===== config.mk =====
export PLATFORM = sky130hd
export DESIGN_NAME = weight_access_arbiter_flat
export DESIGN_NICKNAME = d
export VERILOG_FILES = /design/src/rtl/weight_ctrl_pkg.sv /design/src/rtl/weight_access_arbiter_if.sv /design/src/rtl/rr_arbiter3.sv /design/src/rtl/weight_access_arbiter.sv /design/src/flat_wrapper.sv
export SDC_FILE = /design/constraint.sdc
export NUM_CORES = 1
export LEC_CHECK = 0
export BUFFER_PORTS_ARGS = -buffer_cell sky130_fd_sc_hd__buf_2
export CORE_AREA = 2 2 269 271
export DETAILED_ROUTE_END_ITERATION = 16
export DIE_AREA = 0 0 271 273
export GPL_ROUTABILITY_DRIVEN = 0
export PLACE_DENSITY_LB_ADDON = 0.05
export SYNTH_ARGS = -nofsm -noshare
export SYNTH_HDL_FRONTEND = slang
export SYNTH_HIERARCHICAL = 1
export SYNTH_SLANG_ARGS = --single-unit

===== constraint.sdc =====
create_clock -name clk -period 1.53 [get_ports clk]
set_input_delay 0.306 -clock clk [delete_from_list [all_inputs] [get_ports clk]]
set_output_delay 0.306 -clock clk [all_outputs]
set_load 0.1 [all_outputs]

===== src/rtl/weight_ctrl_pkg.sv =====
// Shared types and the range check used by the weight-storage access arbiter.
package weight_ctrl_pkg;

  typedef logic [31:0] idx_t;

  typedef enum logic [1:0] {
    SRC_WR = 2'd0,
    SRC_UP = 2'd1,
    SRC_RD = 2'd2
  } src_t;

  localparam int unsigned LAYER_SIZE_DEF = 5;
  localparam int unsigned SIZE_DEF       = 3;

  function automatic logic in_range(idx_t layer, idx_t row,
                                    idx_t n_layers = idx_t'(LAYER_SIZE_DEF),
                                    idx_t n_rows   = idx_t'(SIZE_DEF));
    return (layer < n_layers) && (row < n_rows);
  endfunction

endpackage


===== src/rtl/weight_access_arbiter_if.sv =====
// Requester handshakes plus the weight_storage command/read pins, bundled as one interface.
interface weight_access_arbiter_if #(
  parameter int data_size = 16,
  parameter int size      = 3
);
  import weight_ctrl_pkg::*;

  localparam int ROW_W = data_size * size;

  logic             wr_req;
  idx_t             wr_layer;
  idx_t             wr_row;
  logic [ROW_W-1:0] wr_data;
  logic             wr_ready;

  logic             up_req;
  idx_t             up_layer;
  idx_t             up_row;
  logic [ROW_W-1:0] up_dc_dw;
  logic             up_ready;

  logic             rd_req;
  idx_t             rd_layer;
  idx_t             rd_row;
  logic             rd_ready;
  logic [ROW_W-1:0] rd_data;
  logic             rd_valid;

  logic             err;
  logic [1:0]       err_src;

  logic             st_is_write;
  logic             st_is_update;
  logic             st_is_read;
  idx_t             st_write_layer_index;
  idx_t             st_write_row_index;
  logic [ROW_W-1:0] st_write_data;
  idx_t             st_layer_index;
  idx_t             st_row_index;
  logic [ROW_W-1:0] st_dc_dw;
  idx_t             st_w_layer_index;
  idx_t             st_w_row_index;
  logic [ROW_W-1:0] st_w;

  modport slave (
    input  wr_req, wr_layer, wr_row, wr_data,
    input  up_req, up_layer, up_row, up_dc_dw,
    input  rd_req, rd_layer, rd_row,
    input  st_w,
    output wr_ready, up_ready, rd_ready, rd_data, rd_valid, err, err_src,
    output st_is_write, st_is_update, st_is_read,
    output st_write_layer_index, st_write_row_index, st_write_data,
    output st_layer_index, st_row_index, st_dc_dw,
    output st_w_layer_index, st_w_row_index
  );

  modport master (
    output wr_req, wr_layer, wr_row, wr_data,
    output up_req, up_layer, up_row, up_dc_dw,
    output rd_req, rd_layer, rd_row,
    output st_w,
    input  wr_ready, up_ready, rd_ready, rd_data, rd_valid, err, err_src,
    input  st_is_write, st_is_update, st_is_read,
    input  st_write_layer_index, st_write_row_index, st_write_data,
    input  st_layer_index, st_row_index, st_dc_dw,
    input  st_w_layer_index, st_w_row_index
  );

endinterface


===== src/rtl/rr_arbiter3.sv =====
// Three-way round-robin arbiter; req/grant bit 0 = write, 1 = update, 2 = read.
module rr_arbiter3
  import weight_ctrl_pkg::*;
(
  input  logic       clk,
  input  logic       rst,
  input  logic [2:0] req,
  output logic [2:0] grant
);

  src_t ptr, ptr_nxt;

  always_ff @(posedge clk) begin
    if (rst) ptr <= SRC_WR;
    else     ptr <= ptr_nxt;
  end

  always_comb begin
    grant   = '0;
    ptr_nxt = ptr;
    // Grants are suppressed during reset so no transfer completes while rst is high.
    if (!rst) begin
      case (ptr)
        SRC_UP:  grant = req[1] ? 3'b010 : req[2] ? 3'b100 : req[0] ? 3'b001 : 3'b000;
        SRC_RD:  grant = req[2] ? 3'b100 : req[0] ? 3'b001 : req[1] ? 3'b010 : 3'b000;
        default: grant = req[0] ? 3'b001 : req[1] ? 3'b010 : req[2] ? 3'b100 : 3'b000;
      endcase
    end
    if      (grant[0]) ptr_nxt = SRC_UP;
    else if (grant[1]) ptr_nxt = SRC_RD;
    else if (grant[2]) ptr_nxt = SRC_WR;
  end

endmodule


===== src/rtl/weight_access_arbiter.sv =====
// Shares one weight_storage command port between loader, trainer and inference requesters.
module weight_access_arbiter
  import weight_ctrl_pkg::*;
#(
  parameter int data_size  = 16,
  parameter int size       = 3,
  parameter int layer_size = 5
) (
  input  logic                    clk,
  input  logic                    rst,
  weight_access_arbiter_if.slave  bus
);

  localparam int ROW_W = data_size * size;

  logic [2:0] req, grant;
  logic       wr_ok, up_ok, rd_ok;
  logic       bad;
  src_t       bad_src;

  assign req = {bus.rd_req, bus.up_req, bus.wr_req};

  rr_arbiter3 u_arb (
    .clk   (clk),
    .rst   (rst),
    .req   (req),
    .grant (grant)
  );

  assign bus.wr_ready = grant[0];
  assign bus.up_ready = grant[1];
  assign bus.rd_ready = grant[2];

  assign wr_ok = in_range(bus.wr_layer, bus.wr_row, idx_t'(layer_size), idx_t'(size));
  assign up_ok = in_range(bus.up_layer, bus.up_row, idx_t'(layer_size), idx_t'(size));
  assign rd_ok = in_range(bus.rd_layer, bus.rd_row, idx_t'(layer_size), idx_t'(size));

  always_comb begin
    bad     = 1'b0;
    bad_src = SRC_WR;
    if (grant[0] && !wr_ok) begin
      bad = 1'b1;
    end else if (grant[1] && !up_ok) begin
      bad     = 1'b1;
      bad_src = SRC_UP;
    end else if (grant[2] && !rd_ok) begin
      bad     = 1'b1;
      bad_src = SRC_RD;
    end
  end

  // Stage p0: command register onto the storage pins, error flag, first read tag
  logic             is_wr_p0, is_up_p0, is_rd_p0, err_p0;
  src_t             err_src_p0;
  logic             vld_p0, rd_ok_p0;
  idx_t             wr_layer_p0, wr_row_p0, up_layer_p0, up_row_p0, rd_layer_p0, rd_row_p0;
  logic [ROW_W-1:0] wr_data_p0, dc_dw_p0;
  logic             vld_p1, rd_ok_p1;

  always_ff @(posedge clk) begin
    if (rst) begin
      is_wr_p0   <= 1'b0;
      is_up_p0   <= 1'b0;
      is_rd_p0   <= 1'b0;
      err_p0     <= 1'b0;
      err_src_p0 <= SRC_WR;
      vld_p0     <= 1'b0;
      rd_ok_p0   <= 1'b0;
      vld_p1     <= 1'b0;
      rd_ok_p1   <= 1'b0;
    end else begin
      is_wr_p0   <= grant[0] && wr_ok;
      is_up_p0   <= grant[1] && up_ok;
      is_rd_p0   <= grant[2] && rd_ok;
      err_p0     <= bad;
      err_src_p0 <= bad ? bad_src : SRC_WR;
      vld_p0     <= grant[2];
      rd_ok_p0   <= grant[2] && rd_ok;
      vld_p1     <= vld_p0;
      rd_ok_p1   <= rd_ok_p0;
    end
  end

  // Payload registers are unreset; the outputs are gated by their strobes instead.
  always_ff @(posedge clk) begin
    wr_layer_p0 <= bus.wr_layer;
    wr_row_p0   <= bus.wr_row;
    wr_data_p0  <= bus.wr_data;
    up_layer_p0 <= bus.up_layer;
    up_row_p0   <= bus.up_row;
    dc_dw_p0    <= bus.up_dc_dw;
    rd_layer_p0 <= bus.rd_layer;
    rd_row_p0   <= bus.rd_row;
  end

  assign bus.st_is_write          = is_wr_p0;
  assign bus.st_is_update         = is_up_p0;
  assign bus.st_is_read           = is_rd_p0;
  assign bus.st_write_layer_index = is_wr_p0 ? wr_layer_p0 : '0;
  assign bus.st_write_row_index   = is_wr_p0 ? wr_row_p0   : '0;
  assign bus.st_write_data        = is_wr_p0 ? wr_data_p0  : '0;
  assign bus.st_layer_index       = is_up_p0 ? up_layer_p0 : '0;
  assign bus.st_row_index         = is_up_p0 ? up_row_p0   : '0;
  assign bus.st_dc_dw             = is_up_p0 ? dc_dw_p0    : '0;
  assign bus.st_w_layer_index     = is_rd_p0 ? rd_layer_p0 : '0;
  assign bus.st_w_row_index       = is_rd_p0 ? rd_row_p0   : '0;
  assign bus.err                  = err_p0;
  assign bus.err_src              = err_src_p0;

  // Stage p1: storage output is registered by storage itself; dropped reads return zero
  assign bus.rd_valid = vld_p1;
  assign bus.rd_data  = rd_ok_p1 ? bus.st_w : '0;

endmodule

===== src/flat_wrapper.sv =====
// flat-port wrapper written by rule: the top's interface ports become plain ports
module weight_access_arbiter_flat import weight_ctrl_pkg::*;
#(
  parameter int data_size  = 16,
  parameter int size       = 3,
  parameter int layer_size = 5
)
  (clk, rst, bus_wr_req, bus_wr_layer, bus_wr_row, bus_wr_data, bus_up_req, bus_up_layer, bus_up_row, bus_up_dc_dw, bus_rd_req, bus_rd_layer, bus_rd_row, bus_st_w, bus_wr_ready, bus_up_ready, bus_rd_ready, bus_rd_data, bus_rd_valid, bus_err, bus_err_src, bus_st_is_write, bus_st_is_update, bus_st_is_read, bus_st_write_layer_index, bus_st_write_row_index, bus_st_write_data, bus_st_layer_index, bus_st_row_index, bus_st_dc_dw, bus_st_w_layer_index, bus_st_w_row_index);
  weight_access_arbiter_if #(.data_size(data_size), .size(size)) bus_i ();
  input  logic clk;
  input  logic rst;
  input wire logic [$bits(bus_i.wr_req)-1:0] bus_wr_req;
  input wire logic [$bits(bus_i.wr_layer)-1:0] bus_wr_layer;
  input wire logic [$bits(bus_i.wr_row)-1:0] bus_wr_row;
  input wire logic [$bits(bus_i.wr_data)-1:0] bus_wr_data;
  input wire logic [$bits(bus_i.up_req)-1:0] bus_up_req;
  input wire logic [$bits(bus_i.up_layer)-1:0] bus_up_layer;
  input wire logic [$bits(bus_i.up_row)-1:0] bus_up_row;
  input wire logic [$bits(bus_i.up_dc_dw)-1:0] bus_up_dc_dw;
  input wire logic [$bits(bus_i.rd_req)-1:0] bus_rd_req;
  input wire logic [$bits(bus_i.rd_layer)-1:0] bus_rd_layer;
  input wire logic [$bits(bus_i.rd_row)-1:0] bus_rd_row;
  input wire logic [$bits(bus_i.st_w)-1:0] bus_st_w;
  output wire logic [$bits(bus_i.wr_ready)-1:0] bus_wr_ready;
  output wire logic [$bits(bus_i.up_ready)-1:0] bus_up_ready;
  output wire logic [$bits(bus_i.rd_ready)-1:0] bus_rd_ready;
  output wire logic [$bits(bus_i.rd_data)-1:0] bus_rd_data;
  output wire logic [$bits(bus_i.rd_valid)-1:0] bus_rd_valid;
  output wire logic [$bits(bus_i.err)-1:0] bus_err;
  output wire logic [$bits(bus_i.err_src)-1:0] bus_err_src;
  output wire logic [$bits(bus_i.st_is_write)-1:0] bus_st_is_write;
  output wire logic [$bits(bus_i.st_is_update)-1:0] bus_st_is_update;
  output wire logic [$bits(bus_i.st_is_read)-1:0] bus_st_is_read;
  output wire logic [$bits(bus_i.st_write_layer_index)-1:0] bus_st_write_layer_index;
  output wire logic [$bits(bus_i.st_write_row_index)-1:0] bus_st_write_row_index;
  output wire logic [$bits(bus_i.st_write_data)-1:0] bus_st_write_data;
  output wire logic [$bits(bus_i.st_layer_index)-1:0] bus_st_layer_index;
  output wire logic [$bits(bus_i.st_row_index)-1:0] bus_st_row_index;
  output wire logic [$bits(bus_i.st_dc_dw)-1:0] bus_st_dc_dw;
  output wire logic [$bits(bus_i.st_w_layer_index)-1:0] bus_st_w_layer_index;
  output wire logic [$bits(bus_i.st_w_row_index)-1:0] bus_st_w_row_index;
  assign bus_i.wr_req = bus_wr_req;
  assign bus_i.wr_layer = bus_wr_layer;
  assign bus_i.wr_row = bus_wr_row;
  assign bus_i.wr_data = bus_wr_data;
  assign bus_i.up_req = bus_up_req;
  assign bus_i.up_layer = bus_up_layer;
  assign bus_i.up_row = bus_up_row;
  assign bus_i.up_dc_dw = bus_up_dc_dw;
  assign bus_i.rd_req = bus_rd_req;
  assign bus_i.rd_layer = bus_rd_layer;
  assign bus_i.rd_row = bus_rd_row;
  assign bus_i.st_w = bus_st_w;
  assign bus_wr_ready = bus_i.wr_ready;
  assign bus_up_ready = bus_i.up_ready;
  assign bus_rd_ready = bus_i.rd_ready;
  assign bus_rd_data = bus_i.rd_data;
  assign bus_rd_valid = bus_i.rd_valid;
  assign bus_err = bus_i.err;
  assign bus_err_src = bus_i.err_src;
  assign bus_st_is_write = bus_i.st_is_write;
  assign bus_st_is_update = bus_i.st_is_update;
  assign bus_st_is_read = bus_i.st_is_read;
  assign bus_st_write_layer_index = bus_i.st_write_layer_index;
  assign bus_st_write_row_index = bus_i.st_write_row_index;
  assign bus_st_write_data = bus_i.st_write_data;
  assign bus_st_layer_index = bus_i.st_layer_index;
  assign bus_st_row_index = bus_i.st_row_index;
  assign bus_st_dc_dw = bus_i.st_dc_dw;
  assign bus_st_w_layer_index = bus_i.st_w_layer_index;
  assign bus_st_w_row_index = bus_i.st_w_row_index;
  weight_access_arbiter #(.data_size(data_size), .size(size), .layer_size(layer_size)) u_core (.clk(clk), .rst(rst), .bus(bus_i));
endmodule

==> flow_metrics.py <==
metrics = {
    "outcome": {
        "status": "complete, but fails checks",
        "violations": "setup timing",
    },
    "global_routing": {
        "grt_max_degree": 25,
        "grt_usage_pct": 14.0,
        "grt_pass1_wl_um": 75300,
        "grt_pass1_vias": 11000,
        "grt_antenna_before_repair": 9,
        "grt_overflow": 0,
    },
    "die": {
        "dieArea_um2": 74000,
        "die_width_um": 271,
        "dieHeight_um": 273,
        "start_util_pct": 12.6,
        "ioPinCount": 687,
        "core-area_um2": 71000,
        "fp-row-count": 98,
    },
    "route": {
        "firstDrtPassIters": 4,
        "num_vias": 9973,
        "drc_errors": 0,
        "via_per_inst": 3.39,
        "drt_iter0_drc": 181,
        "wl_um": 53400,
        "antenna_left": 0,
        "post_drt_wl_per_cell_um": 18.2,
    },
    "critical_path": {
        "critical_path_class": "reg2out",
        "critical_path_arrival_ns": 1.93,
        "cp-start-kind": "flip-flop",
        "crit_family": "flip-flops",
        "critPathBufInv": 2,
        "critPathMaxStageDelay_ns": 0.35,
        "crit_slowest_cell": "dfxtp_2",
        "crit_chain": "inv_2, ha_4, o21bai_1, a21boi_1, nor2b_4, buf_12",
        "required_ns": 1.22,
        "critPathMaxFanout": 7,
        "end_kind": "output port",
    },
    "clock_tree": {
        "cts_max_level": 2,
        "path_clk_slew_ns": 0.05,
        "clock_latency_ns": 0.56,
        "cts_tree": "yes",
        "cts-root-buf": "clkbuf_16",
        "cts_buffer_depth": 3,
        "clock-sinks": 299,
        "cts_buffers": 41,
    },
    "finish": {
        "finalNetCount": 2296,
        "area_growth_pct": 194,
        "drive_gt1_share_pct": 66.0,
    },
    "logic_synthesis": {
        "synth_cell_types": 34,
        "synth_area_um2": 8970,
        "mappedNetlistNets": 1128,
        "yosys_warnings": 6,
        "yosysTopAreaCellShare_pct": 66.7,
        "synthCells": 785,
        "ys_ff_latch": 299,
        "ys_seq_area_share_pct": 66.7,
        "synth.largest_area_cell": "dfxtp_1",
        "syn_area_per_cell_um2": 11.4,
        "synthTopCellsByArea": "dfxtp_1 (67%), and2_1 (24%), nor4_1 (2.9%), clkbuf_1 (1.5%), nand4_1 (0.56%)",
    },
    "power": {
        "power.density_nw_per_um2": 785,
        "p_leak_uw": 0.0115,
        "report.power.total_uw": 20700,
        "peakVddDrop_v": 0.000585,
    },
    "job": {
        "cap_violations": 0,
    },
    "worst_hold_path": {
        "hold_path_class": "in2reg",
    },
    "sta": {
        "max_freq_mhz": 448,
        "relSlewSlack_pct": 50.6,
        "rsz0062_at_grt": "yes",
        "setup-violations-final": 347,
        "timing.final.crit_share_pct": 146,
        "finalClockSkew_ns": 0.00210,
        "fin_tns_setup_ns": -124.46,
        "slew_viol_final": 0,
        "hold_viol_final": 0,
        "final.min_clock_period_ns": 2.23,
        "worst_slew_pin_slew_ns": 0.734,
        "fin_ws_ns": -0.704,
    },
    "placement": {
        "numPortBuffers": 686,
        "hpwlAfterDp_um": 39800,
    },
}
through the flow:
stage,worst slack (ns),util [%],hold WS [ns],instance area (µm²),std cells
final,-0.704,37.1,0.118,26400,2939
after global routing,-0.818,37.1,0.111,26400,2939
after CTS,-0.776,37.6,0.0659,26700,2946
after detailed placement,-0.540,28.8,0.410,20400,2498
after global placement,-0.593,28.8,0.410,20400,2498
after floorplan,-0.439,-,0.334,10100,785
area by class of cell:
class,instances,area (µm²)
Antenna cell,3,7.51
Clock buffer,61,1230
Clock inverter,15,277
Fill cell,6936,44600
Inverter,3,13.8
Multi-Input combinational cell,447,3780
Sequential cell,299,6010
Tap cell,950,1190
Timing Repair Buffer,1161,13900
worst register-to-register path: cells and delay by family, from the launching register on:
| kind | cells | cell delay [ns] |
|---|---|---|
| AO/OA/AOI/OAI | 1 | 0.27 |
| AND/OR/NAND/NOR | 4 | 0.47 |
| buffers and inverters | 4 | 0.32 |
| adder cells (fa/ha/maj) | 1 | 0.30 |
| flip-flops | 1 | 0.35 |
worst paths after layout:
path / start / to / slack, ns / depth (start not counted)
setup / recovery: u_core/u_arb/ptr[0] / bus_rd_ready / -0.70 / 6
hold / removal: rst / u_core/bus.rd_valid / 0.12 / 2
setup reg to reg: u_core/u_arb/ptr[0] / u_core/bus.err / -0.22 / 10
hold reg to reg: u_core/vld_p0 / u_core/bus.rd_valid / 0.45 / 1
state kept, by name (all words and copies together) (netlist names):
| name | cells |
|---|---|
| u_core/dc_dw_p0 | 48 |
| u_core/wr_data_p0 | 48 |
| u_core/up_layer_p0 | 32 |
| u_core/rd_ok_p1 | 1 |
| u_core/rd_layer_p0 | 32 |
| u_core/bus.err_src | 2 |
| u_core/bus.rd_valid | 1 |
| u_core/u_arb/ptr | 2 |
| u_core/rd_ok_p0 | 1 |
| u_core/wr_layer_p0 | 32 |
| u_core/vld_p0 | 1 |
| u_core/bus.err | 1 |
| u_core/wr_row_p0 | 32 |
| u_core/bus.st_is_write | 1 |
| u_core/bus.st_is_update | 1 |
| u_core/rd_row_p0 | 32 |
| u_core/up_row_p0 | 32 |
cell usage in the layout, fill, tap and decap left out, types with 2 or more instances in the layout:
cell / Yosys / routed
nand4_1: 8 / 8
and2_2: 0 / 5
buf_6: 0 / 21
clkinv_2: 0 / 6
ha_4: 0 / 2
nor3_1: 5 / 4
buf_8: 0 / 17
dfxtp_1: 299 / 293
buf_16: 0 / 17
diode_2: 0 / 3
clkbuf_1: 36 / 9
dlygate4sd3_1: 0 / 288
and2_4: 0 / 332
inv_2: 0 / 2
nor2b_4: 0 / 4
nand2_1: 8 / 8
nor4_1: 41 / 41
nor2_4: 0 / 2
o21ai_2: 1 / 2
clkbuf_16: 0 / 46
buf_2: 0 / 340
buf_12: 0 / 374
nor2b_1: 7 / 3
nand3_1: 5 / 5
buf_4: 0 / 101
bufinv_16: 0 / 7
clkbuf_8: 0 / 9
o21ai_0: 5 / 4
dfxtp_4: 0 / 5
nor2_1: 7 / 5
cell usage after synthesis, drive strengths merged:
master / instances
or4: 1
nand2b: 1
o31ai: 1
a21boi: 1
dfxtp: 299
a21oi: 2
and2: 337
nand4: 8
a211oi: 1
nor3b: 2
a21o: 1
o32ai: 1
clkbuf: 36
and2b: 1
and4: 1
ha: 2
o21bai: 1
inv: 3
or3: 1
a211o: 1
nand4b: 1
nor2: 7
a2111oi: 1
nor3: 5
nor2b: 8
a31oi: 1
nand3: 6
nor4: 41
o21ai: 6
nand2: 8
report_power, final:
part	internal (µW)	total, µW	switching, µW
Combinational	1090	1680	596
Clock	6780	10700	3900
Sequential	8200	8330	123
Total	16100	20700	4620
cell families (layout without fill, tap and decap cells):
| logic type | Yosys count | after routing | share of synthesized area (%) |
|---|---|---|---|
| flops | 299 | 299 | 66.7 |
| buf+inv | 39 | 1240 | 1.63 |
| simple gates | 428 | 428 | 29.6 |
| fa+ha+maj | 2 | 2 | 0.279 |
| other cells | 0 | 3 | 0 |
| compound gates | 17 | 17 | 1.79 |
repair_timing:
action / 4_1_cts / 5_1_grt
cloned: 34 / 3
setup endpoints to repair: 350 / 351
resized for setup: 140 / 22
hold buffers: 288 / 0
setup buffers: 54 / 14
endpoints found under the hold margin: 288 / 0
pin swaps: 26 / 22
per-layer routing:
metal  global-route usage (%)  vias to the layer above  share of wire [%]
met4                     4.86                       10                3.2
li1                         -                     4876                  -
met2                     26.1                      365                 53
met3                     5.41                       87                8.3
met1                     14.1                     4635                 35
met5                        0                        -               0.13
Note: power is estimated with default switching activity, not from simulation.
